<file path="src/rtl/guess_pkg.sv">
// Shared types for the guess-number game stages.
// Digit/answer types, digit limits and the secret_gen state encoding.
package guess_pkg;

    localparam int NUM_DIGITS = 4;

    typedef logic [3:0]  bcd_t;
    typedef logic [15:0] ans_t;

    localparam bcd_t DIGIT_MAX = 4'd9;

    typedef enum logic [1:0] {
        SG_IDLE = 2'd0,
        SG_DRAW = 2'd1,
        SG_DONE = 2'd2
    } sg_state_e;

    // One-hot of a digit in used-bitmap form; 10..15 map to zero.
    function automatic logic [9:0] digit_onehot(bcd_t d);
        logic [15:0] oh;
        oh = 16'b1 << d;
        return oh[9:0];
    endfunction

endpackage

</file>
<file path="src/rtl/lfsr16.sv">
// Free-running 16-bit Galois LFSR with an entropy bit on the feedback.
// An all-zero next value is replaced by the seed so it never locks up.
module lfsr16 #(
    parameter logic [15:0] SEED = 16'hACE1,
    parameter logic [15:0] TAPS = 16'hB400
) (
    input  logic        clk,
    input  logic        reset,
    input  logic        entropy,
    output logic [15:0] lfsr
);

    logic [15:0] lfsr_q;
    logic [15:0] lfsr_d;
    logic [15:0] step;

    // Next LFSR value: shift, tap feedback, entropy mix, lockup guard
    always_comb begin
        step = {1'b0, lfsr_q[15:1]}
             ^ (lfsr_q[0] ? TAPS : 16'h0000)
             ^ {15'b0, entropy};
        lfsr_d = (step == 16'h0000) ? SEED : step;
    end

    // LFSR register, stepping every cycle
    always_ff @(posedge clk or posedge reset) begin
        if (reset) begin
            lfsr_q <= SEED;
        end else begin
            lfsr_q <= lfsr_d;
        end
    end

    assign lfsr = lfsr_q;

endmodule

</file>
<file path="src/rtl/secret_gen.sv">
// Draws a 4-digit secret of distinct BCD digits by rejection sampling.
// Define SECRET_GEN_NO_LEAD_ZERO_EN to forbid 0 as the leading digit.
module secret_gen
    import guess_pkg::*;
#(
    parameter logic [15:0] LFSR_SEED = 16'hACE1,
    parameter logic [15:0] LFSR_TAPS = 16'hB400
) (
    input  logic        clk,
    input  logic        reset,
    input  logic        start,
    input  logic        entropy,
    output logic        busy,
    output logic        ans_valid,
    output logic [15:0] ans
);

    logic [15:0] lfsr;
    bcd_t        cand;
    logic [9:0]  cand_oh;
    logic        lead_block;
    logic        accept;

    sg_state_e   state_q, state_d;
    logic [9:0]  used_q, used_d;
    logic [1:0]  slot_q, slot_d;
    ans_t        ans_q, ans_d;
    logic        ans_valid_q, ans_valid_d;

    lfsr16 #(
        .SEED (LFSR_SEED),
        .TAPS (LFSR_TAPS)
    ) u_lfsr (
        .clk     (clk),
        .reset   (reset),
        .entropy (entropy),
        .lfsr    (lfsr)
    );

    // Candidate digit and accept decision for this cycle
    always_comb begin
        cand    = lfsr[3:0];
        cand_oh = digit_onehot(cand);
`ifdef SECRET_GEN_NO_LEAD_ZERO_EN
        lead_block = (slot_q == 2'd0) && (cand == 4'd0);
`else
        lead_block = 1'b0;
`endif
        accept = (cand <= DIGIT_MAX)
              && ((cand_oh & used_q) == 10'b0)
              && !lead_block;
    end

    // Draw FSM: fill slots on accept, flag the answer one cycle after
    always_comb begin
        state_d     = state_q;
        used_d      = used_q;
        slot_d      = slot_q;
        ans_d       = ans_q;
        ans_valid_d = ans_valid_q;
        unique case (state_q)
            SG_IDLE: begin
                if (start) begin
                    state_d     = SG_DRAW;
                    used_d      = 10'b0;
                    slot_d      = 2'd0;
                    ans_valid_d = 1'b0;
                end
            end
            SG_DRAW: begin
                if (accept) begin
                    used_d = used_q | cand_oh;
                    slot_d = slot_q + 2'd1;
                    unique case (slot_q)
                        2'd0: ans_d[15:12] = cand;
                        2'd1: ans_d[11:8]  = cand;
                        2'd2: ans_d[7:4]   = cand;
                        2'd3: ans_d[3:0]   = cand;
                    endcase
                    if (slot_q == 2'(NUM_DIGITS - 1)) begin
                        state_d = SG_DONE;
                    end
                end
            end
            SG_DONE: begin
                ans_valid_d = 1'b1;
                state_d     = SG_IDLE;
            end
            default: begin
                state_d = SG_IDLE;
            end
        endcase
    end

    // FSM and answer registers
    always_ff @(posedge clk or posedge reset) begin
        if (reset) begin
            state_q     <= SG_IDLE;
            used_q      <= 10'b0;
            slot_q      <= 2'd0;
            ans_q       <= 16'h0000;
            ans_valid_q <= 1'b0;
        end else begin
            state_q     <= state_d;
            used_q      <= used_d;
            slot_q      <= slot_d;
            ans_q       <= ans_d;
            ans_valid_q <= ans_valid_d;
        end
    end

    assign busy      = (state_q != SG_IDLE);
    assign ans_valid = ans_valid_q;
    assign ans       = ans_q;

endmodule

</file>
<file path="config.mk">
export PLATFORM = sky130hd
export DESIGN_NAME = secret_gen
export DESIGN_NICKNAME = d
export VERILOG_FILES = /design/src/rtl/guess_pkg.sv /design/src/rtl/lfsr16.sv /design/src/rtl/secret_gen.sv
export SDC_FILE = /design/constraint.sdc
export NUM_CORES = 1
export LEC_CHECK = 0
export BUFFER_PORTS_ARGS = -buffer_cell sky130_fd_sc_hd__buf_2
export CORE_MARGIN = 2
export CORE_UTILIZATION = 44
export CTS_CLUSTER_DIAMETER = 60
export DETAILED_ROUTE_END_ITERATION = 6
export SLEW_MARGIN = 20
export SYNTH_ARGS = -nofsm -noshare
export SYNTH_HDL_FRONTEND = slang
export SYNTH_SLANG_ARGS = --single-unit
</file>
<file path="constraint.sdc">
create_clock -name clk -period 5.8 [get_ports clk]
set_input_delay 1.16 -clock clk [delete_from_list [all_inputs] [get_ports clk]]
set_output_delay 1.16 -clock clk [all_outputs]
set_load 0.005 [all_outputs]
</file>
-- Word-level counts from Yosys, hierarchy flattened
Cells that the tools add are included.
- logic and storage cells: 53
- register bits after elaboration: 47
- muxes and demuxes: 14
- shift-type cells: 1
- add/subtract/negate cells: 1
- bitwise gates (word level): 4
- reduce and logical (&&, ||, !) cells: 15
- magnitude comparators: 1
- eq/ne operators: 8
- operator list (operator ; count):
    two-way mux 16 bit ; 2
    two-way mux 10 bit ; 2
    one-hot mux 10 bit (2 select lines) ; 1
    AND reduction 3 bit ; 6
    logical NOT 16 bit ; 1
    bitwise XOR 15 x 16 -> 16 bit ; 1
    bitwise XOR 16 x 1 -> 16 bit ; 1
    AND 10 bit ; 1
    logical NOT 10 bit ; 1
    two-way mux 2 bit ; 5
    OR 10 bit ; 1
    << shifter 1 x 4 -> 10 bit (first input constant) ; 1
    one-hot mux 2 bit (2 select lines) ; 2
    equality test 2 bit (second input constant) ; 3
    inequality test 2 bit (second input constant) ; 3
    nonzero test 2 bit ; 3
    equality test 2 x 1 -> 1 bit (second input constant) ; 2
    <= comparator 4 bit (second input constant) ; 1
    logical NOT 2 bit ; 2
    adder 2 x 1 -> 2 bit (second input constant) ; 1
    one-hot mux 1 bit (2 select lines) ; 1
    AND reduction 2 bit ; 1
    logical AND 1 bit ; 1
    two-way mux 1 bit ; 1

-- Depth between registers and ports, before layout
- depth in word-level cells: 6
- gate-level depth with buffers: 6
- mapped depth without buffers: 4

-- Hierarchy
Synthesis repeated with hierarchy kept, for this count alone.
- cells, all modules: 186
- area, all modules: 2245.9 µm²
- modules (own cells, without submodules) (module ; seq. area each (µm²) ; area each (µm²) ; times used ; cells an instance):
    secret_gen ; 775.7 ; 1607.8 ; 1 ; 136
    lfsr16 ; 410.4 ; 638.1 ; 1 ; 50

-- Worst setup path after synthesis
No wires, ideal clock.
- kind: register to register
- start point: reg u_lfsr.lfsr_q[0] (netlist: u_lfsr.lfsr[0])
- end point: reg ans_q[0] (netlist: ans[0])
- path slack: 3954 ps
- setup time: 125 ps
- data required time: 5675 ps
- arrival: 1722 ps
- stages on the path, launching flop included: 6
- cells stage by stage: dfstp_2 -> buf_2 -> a21o_1 -> a2111oi_4 -> nand4_1 -> mux2_2
- cells in the longest elaborated chain, start to end: 5
- elaborated cells between the ends (all ways): 6
- RTL lines (item ; RTL line ; text):
    from (decl) ; lfsr16.sv:13 ; logic [15:0] lfsr_q;
    from (signal assigned) ; lfsr16.sv:30 ; lfsr_q <= lfsr_d;
    << shifter 1 x 4 -> 10 bit ; guess_pkg.sv:21 ; oh = 16'b1 << d;
    AND 10 bit ; secret_gen.sv:50 ; && ((cand_oh & used_q) == 10'b0)
    logical NOT 10 bit ; secret_gen.sv:50 ;
    logical AND 1 bit ; secret_gen.sv:50 ;
    AND reduction 3 bit (no source line) ; - ;
    to (signal assigned) ; secret_gen.sv:107 ; ans_q <= ans_d;
    to (decl) ; secret_gen.sv:27 ; ans_t ans_q, ans_d;
Several ways; a longest one is shown, not always the timed one.
A chain may end at the register's enable or synchronous reset.

-- Worst setup path in the final report
- start point: reg u_lfsr.lfsr_q[2] (netlist: u_lfsr.lfsr[2])
- end point: reg ans_q[1] (netlist: ans[1])
- cells in the longest elaborated chain, start to end: 5
- elaborated cells between the ends (all ways): 6
- RTL lines (item ; RTL line):
    << shifter 1 x 4 -> 10 bit ; guess_pkg.sv:21
    AND 10 bit ; secret_gen.sv:50
    logical NOT 10 bit ; secret_gen.sv:50
    logical AND 1 bit * ; secret_gen.sv:50
    AND reduction 3 bit (no source line) * ; -
Mark *: on every way between the ends. The rest lies on a longest branch, timed or not.

==> summary.md <==
| Metric | Value |
|---|---|
| GR Util met1 | `22.1%` |
| Synth Cell Area | `0.00201 sq mm` |
| GRT busiest layer | `met2` |
| Crit. Startpoint | `u_lfsr.lfsr[2]$_DFF_PP0_` |
| Slew margin rel. | `54.2%` |
| Post-Syn Instances | `167` |
| Reg area | `0.00119 sq mm` |
| Vias/cell | `5.40` |
| GPL Wtd Cong | `0.772` |
| DRC Markers | `0` |
| Post-synthesis xor/xnor area fraction | `1.74%` |
| Non-Filler Instances | `235` |
| Synth cell types | `36` |
| Global route overflow | `0` |
| Largest fanout on the critical path | `17` |
| Vias in the first global route | `1287` |
| Worst setup SP type | `register` |
| RSZ-0062 raised after global routing | `no` |
| Synth area leaders | `dfrtp_1 48%, dfstp_2 10%, mux2_2 10%` |
| Worst Hold Class | `reg -> reg` |
| WP data required | `5.98 ns` |
| Die width | `71.6 um` |
| Detailed Routing Iterations Pass 1 | `4` |
| Final ANT Viol Nets | `0` |
| Antenna violations before repair | `0` |
| Fin crit share | `41.4%` |
| H-tree depth | `2` |
| Synth Register Bits | `47` |
| Avg Cell Area, Syn | `12.1 sq um` |
| Number of synthesis warnings | `0` |
| Sequential share of the synthesized area | `58.9%` |
| Arrival @ worst endpoint | `2.59 ns` |
| Crit path max-delay family | `multiplexers` |
| Clock tree from TritonCTS | `built` |
| Rows | `24` |
| Critical path's most frequent cell | `mux2_2` |
| Root Buffer | `clkbuf_8` |
| Core Box Area | `0.00438 sq mm` |
| Final hold viol count | `0` |
| CTS resizes | `0` |
| Met2 Track Usage GR | `25.5%` |
| Total global routing track utilization | `16.4%` |
| Setup Skew | `0.00688 ns` |
| GRT met3 Usage | `4.78%` |
| Mux share of post-synthesis cell area | `12.1%` |
| Fin Setup TNS | `0 ns` |
| Clk buf depth | `2` |
| Maxcap violations | `0` |
| Nets | `190` |
| HP Start | `u_lfsr.lfsr[4]$_DFF_PP0_` |
| Footprint of the multi-input gates | `736 sq um` |
| Fmax achieved | `416 MHz` |
| CP Buf/Inv Count | `0` |
| Synth Area in Simple Gates | `13.1%` |
| Num CTS Buffers | `5` |
| Cells after DPL | `227` |
| Largest area contributor in the netlist | `dfrtp_1` |
| Postcts setup bufs | `0` |
| Layout cells sized above 1 | `31.7%` |
| Synth top area share | `48.5%` |
| Starting Density | `45.9%` |
| Pins over their slew limit | `0` |
| Cell Chain, Critical Path | `mux2_2 -> a32oi_1 -> nand4_1 -> mux2_2` |
| Final period demand of the worst path | `2.40 ns` |
| Compound-gate portion of the synthesized area | `7.15%` |
| First-pass GRT wire length | `6.38 mm` |
| ANT cells | `0` |
| Detailed Route WL | `3.71 mm` |
| Leak Pwr | `1.04 nW` |
| Status | `complete, no violations` |
| Area Overhead vs Synth | `10.9%` |
| Buffers on Ports | `21` |
| Largest net degree at the start of global routing | `48` |
| Final setup viols | `0` |
| Largest family of logic cells by synthesized area | `simple AND/OR/NAND/NOR gates` |
| Mapped Nets | `175` |
| Vias | `1269` |
| Peak supply drop | `0.000308 V` |
| Critical path capture point type | `register` |
| Critical path class | `reg -> reg` |
| Worst Tran Pin Value | `0.688 ns` |
| Die Ht | `71.6 um` |
| DRT iter0 DRCs | `56` |
| Drt wl/cell | `15.8 um` |
| Post-CTS Hold Buffers | `0` |
| Max incr delay on CP | `0.70 ns` |
| Slowest cell on the critical path | `dfrtp_1` |
| Die Area | `0.00513 sq mm` |
| Clock-pin slew on the worst setup and hold paths | `0.08 ns` |
| Reg-to-Reg Start | `u_lfsr.lfsr[2]$_DFF_PP0_` |
| Synth Area in Adders | `2.49%` |
| Detailed Place HPWL | `2.52 mm` |
| Worst-Skew Late Latency | `0.29 ns` |
| Sink Count | `47` |
| Power per cell area | `597 mW/mm^2` |
| Fillcell total | `390` |
| Top Ports | `22` |
-- power breakdown --
part | internal, mW | switching [mW]
Combinational | 0.243 | 0.211
Sequential | 0.507 | 0.160
Clock | 0.108 | 0.104
Total | 0.859 | 0.475
-- kinds of logic after synthesis --
family	Yosys count
AO/OA/AOI/OAI	18
XOR/XNOR	4
flip-flops	47
adder cells (fa/ha/maj)	4
AND/OR/NAND/NOR	50
buffers and inverters	22
multiplexers	22
-- state kept, by name, summed over array words and instances (netlist names) --
name / cells
ans: 16
ans_valid: 1
slot_q: 2
state_q: 2
u_lfsr.lfsr: 16
used_q: 10
-- through the flow --
step | area [sq um] | power [mW] | hold WS [ns] | setup WS (ns) | util (%)
after global routing | 2230 | 1.44 | 0.414 | 3.21 | 50.9
after global placement | 2130 | 1.11 | 0.371 | 3.47 | 48.6
after floorplan | 2010 | 0.988 | 0.426 | 3.54 | -
final | 2230 | 1.33 | 0.400 | 3.40 | 50.9
after CTS | 2230 | 1.35 | 0.404 | 3.42 | 50.9
after detailed placement | 2130 | 1.13 | 0.374 | 3.42 | 48.6
-- synth_stat cells --
cell       count
or3_1          1
nand2b_1       8
inv_1          8
nand3_1        1
a31oi_1        4
or2_2          1
nor2_1        14
a21oi_1        4
or4_1          1
nand2_1        8
nor3_1         1
xor2_1         1
nor4_1         3
dfrtp_1       39
o32a_1         1
clkbuf_1      11
a41oi_1        2
mux2i_1        4
buf_1          1
o21ai_0        2
a32oi_1        1
buf_6          1
nand4_1        5
and2_1         1
xnor2_1        3
nor4bb_1       1
a2111oi_4      1
a41o_1         1
buf_2          1
nor3b_1        3
ha_1           4
a21boi_0       1
dfstp_2        8
nor2b_1        2
mux2_2        18
a21o_1         1
-- layout by cell type (no fill, tap or decap), drive strengths merged, types with 5 or more instances in the layout --
cell    count
buf        22
clkbuf      7
dfrtp      39
dfstp       8
inv         7
mux2       18
nand2       8
nand2b      8
nand4       5
nor2       14
-- cell type report --
type / count / area share (%)
flip-flops and latches: 47 / 53.1
multi-input cells: 98 / 32.9
repair buffers: 22 / 5.04
clock buffers: 7 / 4.31
well taps: 52 / 2.91
inverters: 8 / 1.34
clock inverters: 1 / 0.336
-- routing by layer --
| layer | up-vias | part of all wire (%) |
|---|---|---|
| met5 | - | 0 |
| met4 | 0 | 1.2 |
| met3 | 4 | 3.3 |
| met2 | 21 | 49 |
| met1 | 646 | 47 |
| li1 | 598 | - |
-- worst paths after layout --
path	to	slack (ns)	depth (start not counted)
setup / recovery	ans[1]$_DFFE_PP0P_	3.40	4
hold / removal	u_lfsr.lfsr[3]$_DFF_PP0_	0.40	0
setup reg to reg	ans[1]$_DFFE_PP0P_	3.40	4
hold reg to reg	u_lfsr.lfsr[3]$_DFF_PP0_	0.40	0
max in group asynchronous	u_lfsr.lfsr[6]$_DFF_PP1_	4.41	3
min in group asynchronous	ans[8]$_DFFE_PP0P_	0.99	3
Note: power is estimated with default switching activity, not from simulation.
